**config.mk**
```make
export PLATFORM = sky130hd
export DESIGN_NAME = pst_scan_eval
export DESIGN_NICKNAME = d
export VERILOG_FILES = /design/src/rtl/chess_eval_pkg.sv /design/src/rtl/pst_table_ram.sv /design/src/rtl/pst_scan_eval.sv
export SDC_FILE = /design/constraint.sdc
export NUM_CORES = 2
export LEC_CHECK = 0
export ABC_AREA = 0
export CAP_MARGIN = 10
export CORE_MARGIN = 2
export CORE_UTILIZATION = 55
export CTS_CLUSTER_SIZE = 25
export DETAILED_ROUTE_END_ITERATION = 8
export PLACE_DENSITY = 0.72
export SLEW_MARGIN = 0
export SYNTH_ARGS = -nofsm -noshare
export SYNTH_HDL_FRONTEND = slang
export SYNTH_SLANG_ARGS = --single-unit
```
**constraint.sdc**
```tcl
create_clock -name clk -period 8.77 [get_ports clk]
set_input_delay 0.877 -clock clk [delete_from_list [all_inputs] [get_ports clk]]
set_output_delay 0.877 -clock clk [all_outputs]
set_load 0.02 [all_outputs]
```
**src/rtl/chess_eval_pkg.sv**
```systemverilog
// Shared board-evaluation definitions: square geometry, scan FSM states and
// the vertical mirror used to view the board from black's side.
package chess_eval_pkg;

    localparam int NUM_SQ = 64;
    localparam int SQ_W   = 6;

    typedef enum logic [1:0] {
        IDLE = 2'd0,
        SCAN = 2'd1,
        RESP = 2'd2
    } state_t;

    // Flip rank (a1 <-> a8); the file is unchanged.
    function automatic logic [SQ_W-1:0] mirror_sq(input logic [SQ_W-1:0] sq);
        return sq ^ SQ_W'(56);
    endfunction

endpackage

```
**src/rtl/pst_table_ram.sv**
```systemverilog
// Piece-square table storage: NUM_TABLES x 64 signed entries, one synchronous
// write port and 2*LANES asynchronous read ports that share one table select.
// A table select outside 0..NUM_TABLES-1 reads as zero on every port.
module pst_table_ram
    import chess_eval_pkg::*;
#(
    parameter int NUM_TABLES = 6,
    parameter int VAL_W      = 6,
    parameter int LANES      = 4,
    parameter int TBL_W      = 3
) (
    input  logic                         clk,
    input  logic                         we,
    input  logic [TBL_W-1:0]             wr_table,
    input  logic [SQ_W-1:0]              wr_sq,
    input  logic [VAL_W-1:0]             wr_data,
    input  logic [TBL_W-1:0]             rd_table,
    input  logic [LANES-1:0][SQ_W-1:0]   white_sq,
    input  logic [LANES-1:0][SQ_W-1:0]   black_sq,
    output logic [LANES-1:0][VAL_W-1:0]  white_val,
    output logic [LANES-1:0][VAL_W-1:0]  black_val
);

    // Storage only: contents are deliberately not reset so tuning survives rst_n.
    logic [VAL_W-1:0] mem [NUM_TABLES][NUM_SQ];

    logic wr_ok;
    logic rd_ok;

    assign wr_ok = (32'(wr_table) < 32'(NUM_TABLES));
    assign rd_ok = (32'(rd_table) < 32'(NUM_TABLES));

    // Commit a table entry; out-of-range table selects are ignored.
    always_ff @(posedge clk) begin
        if (we && wr_ok) begin
            mem[wr_table][wr_sq] <= wr_data;
        end
    end

    genvar gi;
    generate
        for (gi = 0; gi < LANES; gi++) begin : g_rd
            assign white_val[gi] = rd_ok ? mem[rd_table][white_sq[gi]] : '0;
            assign black_val[gi] = rd_ok ? mem[rd_table][black_sq[gi]] : '0;
        end
    endgenerate

endmodule

```
**src/rtl/pst_scan_eval.sv**
```systemverilog
// Sequential piece-square evaluator: scans LANES squares per cycle over a
// captured pair of occupancy bitboards and returns white minus black, with
// black squares looked up through the vertical mirror.
module pst_scan_eval
    import chess_eval_pkg::*;
#(
    parameter int NUM_TABLES = 6,
    parameter int VAL_W      = 6,
    parameter int LANES      = 4,
    parameter int SCORE_W    = 16,
    localparam int TBL_W     = (NUM_TABLES > 1) ? $clog2(NUM_TABLES) : 1
) (
    input  logic                      clk,
    input  logic                      rst_n,
    input  logic                      wr_en,
    input  logic [TBL_W-1:0]          wr_table,
    input  logic [SQ_W-1:0]           wr_sq,
    input  logic signed [VAL_W-1:0]   wr_data,
    output logic                      wr_drop,
    input  logic                      req_valid,
    output logic                      req_ready,
    input  logic [TBL_W-1:0]          req_table,
    input  logic [NUM_SQ-1:0]         req_white_bb,
    input  logic [NUM_SQ-1:0]         req_black_bb,
    output logic                      rsp_valid,
    input  logic                      rsp_ready,
    output logic signed [SCORE_W-1:0] rsp_score,
    output logic                      busy
);

    localparam int NUM_GRP = NUM_SQ / LANES;
    localparam int GRP_W   = (NUM_GRP > 1) ? $clog2(NUM_GRP) : 1;

    state_t                      state_reg, state_next;
    logic [GRP_W-1:0]            grp_reg;
    logic [NUM_SQ-1:0]           white_reg;
    logic [NUM_SQ-1:0]           black_reg;
    logic [TBL_W-1:0]            table_reg;
    logic signed [SCORE_W-1:0]   acc_reg;
    logic signed [SCORE_W-1:0]   delta;
    logic                        tbl_we;
    logic                        accept;
    logic                        last_grp;

    logic [LANES-1:0][SQ_W-1:0]          white_sq;
    logic [LANES-1:0][SQ_W-1:0]          black_sq;
    logic [LANES-1:0][VAL_W-1:0]         white_val;
    logic [LANES-1:0][VAL_W-1:0]         black_val;
    logic signed [SCORE_W-1:0]           lane_term [LANES];

    assign accept   = req_valid && (state_reg == IDLE);
    assign last_grp = (grp_reg == GRP_W'(NUM_GRP - 1));

    pst_table_ram #(
        .NUM_TABLES (NUM_TABLES),
        .VAL_W      (VAL_W),
        .LANES      (LANES),
        .TBL_W      (TBL_W)
    ) u_ram (
        .clk       (clk),
        .we        (tbl_we),
        .wr_table  (wr_table),
        .wr_sq     (wr_sq),
        .wr_data   (wr_data),
        .rd_table  (table_reg),
        .white_sq  (white_sq),
        .black_sq  (black_sq),
        .white_val (white_val),
        .black_val (black_val)
    );

    // The captured bitboards shift down by LANES each scan cycle, so lane gi
    // always looks at bit gi while the square index comes from the group count.
    genvar gi;
    generate
        for (gi = 0; gi < LANES; gi++) begin : g_lane
            logic signed [SCORE_W-1:0] w_ext;
            logic signed [SCORE_W-1:0] b_ext;
            assign white_sq[gi] = SQ_W'(int'(grp_reg) * LANES + gi);
            assign black_sq[gi] = mirror_sq(white_sq[gi]);
            assign w_ext = {{(SCORE_W-VAL_W){white_val[gi][VAL_W-1]}}, white_val[gi]};
            assign b_ext = {{(SCORE_W-VAL_W){black_val[gi][VAL_W-1]}}, black_val[gi]};
            assign lane_term[gi] = (white_reg[gi] ? w_ext : '0) - (black_reg[gi] ? b_ext : '0);
        end
    endgenerate

    // Adder tree: sum of the per-lane contributions for the current group.
    always_comb begin
        delta = '0;
        for (int l = 0; l < LANES; l++) begin
            delta = delta + lane_term[l];
        end
    end

    // FSM state register.
    always_ff @(posedge clk or negedge rst_n) begin
        if (!rst_n) begin
            state_reg <= IDLE;
        end else begin
            state_reg <= state_next;
        end
    end

    // Next-state and handshake outputs; table writes only commit while idle.
    always_comb begin
        state_next = state_reg;
        req_ready  = 1'b0;
        rsp_valid  = 1'b0;
        busy       = 1'b1;
        tbl_we     = 1'b0;
        wr_drop    = 1'b0;
        case (state_reg)
            IDLE: begin
                req_ready = 1'b1;
                busy      = 1'b0;
                tbl_we    = wr_en;
                if (req_valid) begin
                    state_next = SCAN;
                end
            end
            SCAN: begin
                wr_drop = wr_en;
                if (last_grp) begin
                    state_next = RESP;
                end
            end
            RESP: begin
                wr_drop   = wr_en;
                rsp_valid = 1'b1;
                if (rsp_ready) begin
                    state_next = IDLE;
                end
            end
            default: begin
                state_next = IDLE;
            end
        endcase
    end

    // Request capture, lane-group counter and accumulator.
    always_ff @(posedge clk or negedge rst_n) begin
        if (!rst_n) begin
            acc_reg   <= '0;
            grp_reg   <= '0;
            white_reg <= '0;
            black_reg <= '0;
            table_reg <= '0;
        end else if (accept) begin
            acc_reg   <= '0;
            grp_reg   <= '0;
            white_reg <= req_white_bb;
            black_reg <= req_black_bb;
            table_reg <= req_table;
        end else if (state_reg == SCAN) begin
            acc_reg   <= acc_reg + delta;
            grp_reg   <= grp_reg + GRP_W'(1);
            white_reg <= white_reg >> LANES;
            black_reg <= black_reg >> LANES;
        end
    end

    assign rsp_score = acc_reg;

endmodule

```
* Word level (Yosys, flattened, before mapping)
Memory sizes are Yosys's and may differ from the RTL's. Cells that the tools add are included.
Word-level totals: memories kept 1, input port bits 151, memory bits (writable) 2304, flip-flop bits (word level) 153, output and inout port bits 20, logic and storage cells 118
Cells by class: bitwise gates (word level) 13, order comparisons 12, eq/ne operators 6, add/subtract/negate cells 12, mux-type cells 61, reduce and logical (&&, ||, !) cells 7
Memory list:
- u_ram.mem | words 6, width 384, rd ports 1, clocked after Yosys merged registers in 0, wr ports 1, line pst_table_ram.sv:25 | logic [VAL_W-1:0] mem [NUM_TABLES][NUM_SQ];
Operator list (number):
- 384-bit 2-to-1 mux | 1
- 6-bit binary-select mux with 6-bit select | 8
- 64-bit 2-to-1 mux | 4
- 16-bit 2-to-1 mux | 10
- 6-bit 2-to-1 mux | 25
- 16-bit adder | 4
- 16-bit subtractor | 4
- 7-bit >= comparator (second input constant) | 9
- 6-bit NOT with 7-bit output | 9
- 6-bit demux with 6-bit select | 1
- 6-bit by 2-bit adder with 6-bit output (second input constant) | 2
- 3-bit NOT | 4
- 4-bit 2-to-1 mux | 2
- 7-bit by 1-bit < comparator with 1-bit output (second input constant) | 1
- 6-bit by 1-bit adder with 6-bit output (second input constant) | 1
- 3-bit < comparator (second input constant) | 2
- 1-bit 2-to-1 mux | 6
- 2-bit 2-to-1 mux | 3
- 2-bit inequality test (second input constant) | 3
- 2-bit one-hot mux with 3 select lines | 1
- 4-bit by 1-bit adder with 4-bit output (second input constant) | 1
- 4-bit == test (second input constant) | 1
- 1-bit logical AND | 3
- 3-bit AND reduction | 1
- other kinds (5) | 5

* Depth between registers and ports, before layout
depth in word-level cells 15, gate-level depth with buffers 30, mapped depth without buffers 25

* Hierarchy
From an unflattened synthesis, not the netlist that was laid out.
Second synthesis, totals: cells, all modules 15323, area total of the unflattened synthesis 162618.5 µm²
Modules (own cells, without submodules):
- pst_table_ram | cells an instance 14323, area each 152719.0 µm², seq. area each 69186.4 µm², instances 1
- pst_scan_eval | cells an instance 1000, area each 9899.5 µm², seq. area each 3828.7 µm², instances 1

* Worst setup path after synthesis
Ideal clock, no wire load.
path type reg-to-reg, from reg table_reg[0], to reg acc_reg[12] (netlist: rsp_score[12]), stages on the path, launching flop included 30, arrival time 6892 ps, setup time 127 ps, buffers on the path 5, period minus slack after synthesis 7019 ps, slack 1751 ps, data required time 8643 ps, path through dfrtp_1 -> buf_6 -> buf_2 -> buf_2 -> buf_2 -> buf_2 -> mux4_2 -> nand2_1 -> o21ai_0 -> mux4_2 -> nand2_1 -> a21oi_1 -> fa_1 -> inv_1 -> fa_1 -> fa_1 -> inv_1 -> fa_1 -> inv_1 -> ha_1 -> fa_1 -> a21o_1 -> a21oi_1 -> o21bai_1 -> a21oi_1 -> o21bai_1 -> a211o_1 -> a21oi_1 -> xor2_1 -> o21ai_0
On the way: longest elaborated chain between the ends 13, elaborated cells between the ends (all ways) 52, classes of those cells 8 x add/sub; 1 x order compare; 42 x mux; 1 x memory
Ends and longest elaborated chain:
- start: declaration | line pst_scan_eval.sv:38 | logic [TBL_W-1:0] table_reg;
- start signal: assignment | line pst_scan_eval.sv:153 | table_reg <= req_table;
- memory read 6 x 384 bit
- 6-bit binary-select mux with 6-bit select, on equally long branches | line pst_table_ram.sv:43, pst_table_ram.sv:44
- 6-bit 2-to-1 mux, on equally long branches (3 in a row) | line pst_table_ram.sv:43, pst_table_ram.sv:44
- 16-bit 2-to-1 mux | line pst_scan_eval.sv:83 | assign lane_term[gi] = (white_reg[gi] ? w_ext : '0) - (black_reg[gi] ? b_ext : '0);
- 16-bit subtractor | line pst_scan_eval.sv:83
- 16-bit adder (2 in a row) | line pst_scan_eval.sv:91 | delta = delta + lane_term[l];
- 16-bit adder (*) | line pst_scan_eval.sv:91
- 16-bit adder (*) | line pst_scan_eval.sv:155 | acc_reg <= acc_reg + delta;
- 16-bit 2-to-1 mux (*) | line pst_scan_eval.sv:154 | end else if (state_reg == SCAN) begin
- 16-bit 2-to-1 mux (*) | line pst_scan_eval.sv:148 | end else if (accept) begin
- end signal: assignment | line pst_scan_eval.sv:155
- end: declaration | line pst_scan_eval.sv:39 | logic signed [SCORE_W-1:0] acc_reg;
Mark *: on every way between the ends. The rest lies on a longest branch, timed or not. The select of a mux whose other input is x is not followed. A chain may end at the register's enable or synchronous reset.

* Worst setup path in the final report
Ends and elaborated chain as after synthesis.

==> impl_metrics.tcl <==
set metrics [dict create \
    synth_area_sq_um 101000 \
    antenna_found_initial 6 \
    yosysSeqAreaShare_pct 72.0 \
    vias 51400 \
    nNetsFinal 5885 \
    synth_cell_types 58 \
    core-area_sq_um 183000 \
    async_flop_share_pct 6.23 \
    io_pins 171 \
    rsz0062_at_grt "false" \
    postCtsSetupRepairBufs 0 \
    rows 157 \
    start_util_pct 55.4 \
    syn_inst 5429 \
    wl_microns 231000 \
    crit_fanout 59 \
    syn_avg_cell_area_sq_um 18.7 \
    dr.first_iter.drc_count 6239 \
    yosysMostFrequentCell "edfxtp_1" \
    multi_input_area_sq_um 26700 \
    startpoint_type "flip-flop" \
    regArea_sq_um 73000 \
    skew_ns 0.0397 \
    r2r_cells 24 \
    crit_path_frequent_cell "fa_1" \
    dp.final_hpwl_microns 142000 \
    rr_startpoint "table_reg[0]" \
    drc_errors 0 \
    die_h_microns 433 \
    cts_root_buffer "clkbuf_16" \
    hold_violations 0 \
    grt_max_degree 201 \
    cp_slowest_cell "fa_1" \
    ys_ff_latch 2457 \
    crit_required_ns 9.53 \
    postCtsHoldBufs 0 \
    die_area_sq_um 188000 \
    grt.total_usage_pct 24.9 \
    worst_slew_pin_slew_ns 1.30 \
    largest_reg_flops 2304 \
    avgViaCountPerCell 6.20 \
    ant_nets 0 \
    nFillCells 12500 \
    synth-edff-count 2304 \
    area_delta_synth_final_pct 12.6 \
    drive_above_1_share_pct 20.0 \
    cp_cell_sequence "buf_12, mux4_2, mux2i_1, o21ai_0, mux4_2, nand2_1, nand2_1, nand2_1, fa_1, inv_1, fa_1, fa_1, inv_1, fa_1, inv_1, ha_1, a21oi_1, o21bai_1, a21oi_1, o21bai_1, a211o_1, a21oi_1, xor2_1, o21ai_0" \
    yosysTopAreaCell "edfxtp_1" \
    worstSetupEndpointType "flip-flop" \
    htreeDepth 4 \
    cts_buffers 229 \
    crit_type "flip-flop to flip-flop" \
    post-route-min-period_ns 7.92 \
    synth_top_area_share_pct 68.2 \
    min_path_type "primary input to asynchronous set/reset pin" \
    wl_per_cell_microns 27.8 \
    dr.pass1.iters 6 \
    cts_tree "done" \
    grt_pass1_vias 51600 \
    period_share_pct 90.3 \
    yosysWarnings 0 \
    portBuffers 170 \
    drv_cap 0 \
    place_congestion 0.856 \
    rr_endpoint "rsp_score[12]" \
    arrival_ns 8.69 \
    clkSlewWorstSetupHoldPaths_ns 0.06 \
    status "finished clean" \
    slew_viol_final 0 \
    critPathMaxStageDelay_ns 1.13 \
    clk_path_buf_depth 3 \
    ctsResizeCount 0 \
    yosys-top-cells-area "edfxtp_1 68%, mux4_2 15%, dfrtp_1 3.8%, mux2i_1 3.2%, nand2_1 2.0%" \
    die_x_microns 433 \
    synth_flop_cell "edfxtp_1" \
    timing.fmax_mhz 126 \
    cts.sinks 2457 \
    finalSetupViolCount 0 \
    synthTopCellsByCount "2304 x edfxtp_1, 658 x mux4_2, 546 x nand2_1, 420 x nor2_1, 329 x mux2i_1" \
    setup_tns_ns 0 \
    grt_pass1_wl_microns 343000 \
    max_slew_margin_pct 13.1 \
    gr-total-overflow 0 \
    worstSkewPairLatency_ns 0.88 \
    syn_nets 5685 \
    reg2reg_setup_slack_ns 0.85 \
]
[stage by stage]
stage	util, %	setup WS [ns]	hold slack [ns]	instances	cell area, sq um
floorplan	-	1.75	0.479	5429	101000
global placement	58.0	0.853	0.496	7862	106000
detailed placement	58.0	0.912	0.504	7862	106000
CTS	62.3	0.917	0.0772	8297	114000
global route	62.3	0.349	0.139	8298	114000
finish	62.3	0.846	0.0900	8301	114000
[worst max-delay path by stage]
| stage | depth (start not counted) | slack, ns | end | from |
|---|---|---|---|---|
| global route | 24 | 0.35 | rsp_score[12] | table_reg[0] |
| global placement | 24 | 0.85 | rsp_score[12] | table_reg[0] |
| CTS | 24 | 0.92 | rsp_score[12] | table_reg[0] |
| detailed placement | 24 | 0.91 | rsp_score[12] | table_reg[0] |
| finish | 24 | 0.85 | rsp_score[12] | table_reg[0] |
| floorplan | 29 | 1.75 | rsp_score[12] | table_reg[0] |
[metal layers]
layer	GRT usage [%]	routed length [microns]
met1	36.1	93900
met2	38.8	110000
met5	0	13
met4	7.60	6870
met3	4.75	20200
[cell families (layout without fill, tap and decap cells)]
family	Yosys count	count (layout)	share of synthesized area [%]
other cells	0	4	0
flops	2457	2457	72.0
xor+xnor	24	24	0.221
simple gates	1014	1014	3.90
buf+inv	439	843	1.75
mux	997	997	18.1
compound gates	393	393	2.09
fa+ha+maj	105	105	1.92
[critical path, delay by kind of cell, from the launching register on]
kind	cells	cell delay, ns
and+or+nand+nor	3	0.31
muxes	3	0.84
buffers and inverters	4	0.67
DFF	1	0.72
xor gates and xnor gates	1	0.17
AOI/OAI and AO/OA	8	2.04
adders and majority gates	5	2.99
[cell usage in the layout, fill, tap and decap left out, types with 22 or more instances in the layout]
cell type,instances
dfrtp_1,146
bufinv_16,37
edfxtp_1,2304
clkinv_1,53
nor2_1,413
a21o_1,22
clkbuf_1,36
buf_4,94
mux2i_1,329
fa_1,84
o21ai_0,314
clkbuf_16,230
inv_1,112
a21oi_1,27
clkdlybuf4s50_1,163
buf_12,29
nand2_1,545
mux4_2,658
clkinv_2,48
[layout make-up]
| class | count | area share [%] |
|---|---|---|
| repair buffers | 293 | 2.65 |
| clock inverters | 169 | 1.74 |
| diodes | 4 | 0.00877 |
| flip-flops and latches | 2457 | 64.0 |
| well taps | 2464 | 2.70 |
| inverters | 115 | 0.380 |
| multi-input cells | 2533 | 23.4 |
| clock buffers | 266 | 5.16 |
Power is left out: the tool's default activity adds up to more than one toggle a clock period on the data nets, which glitch-free logic cannot reach.
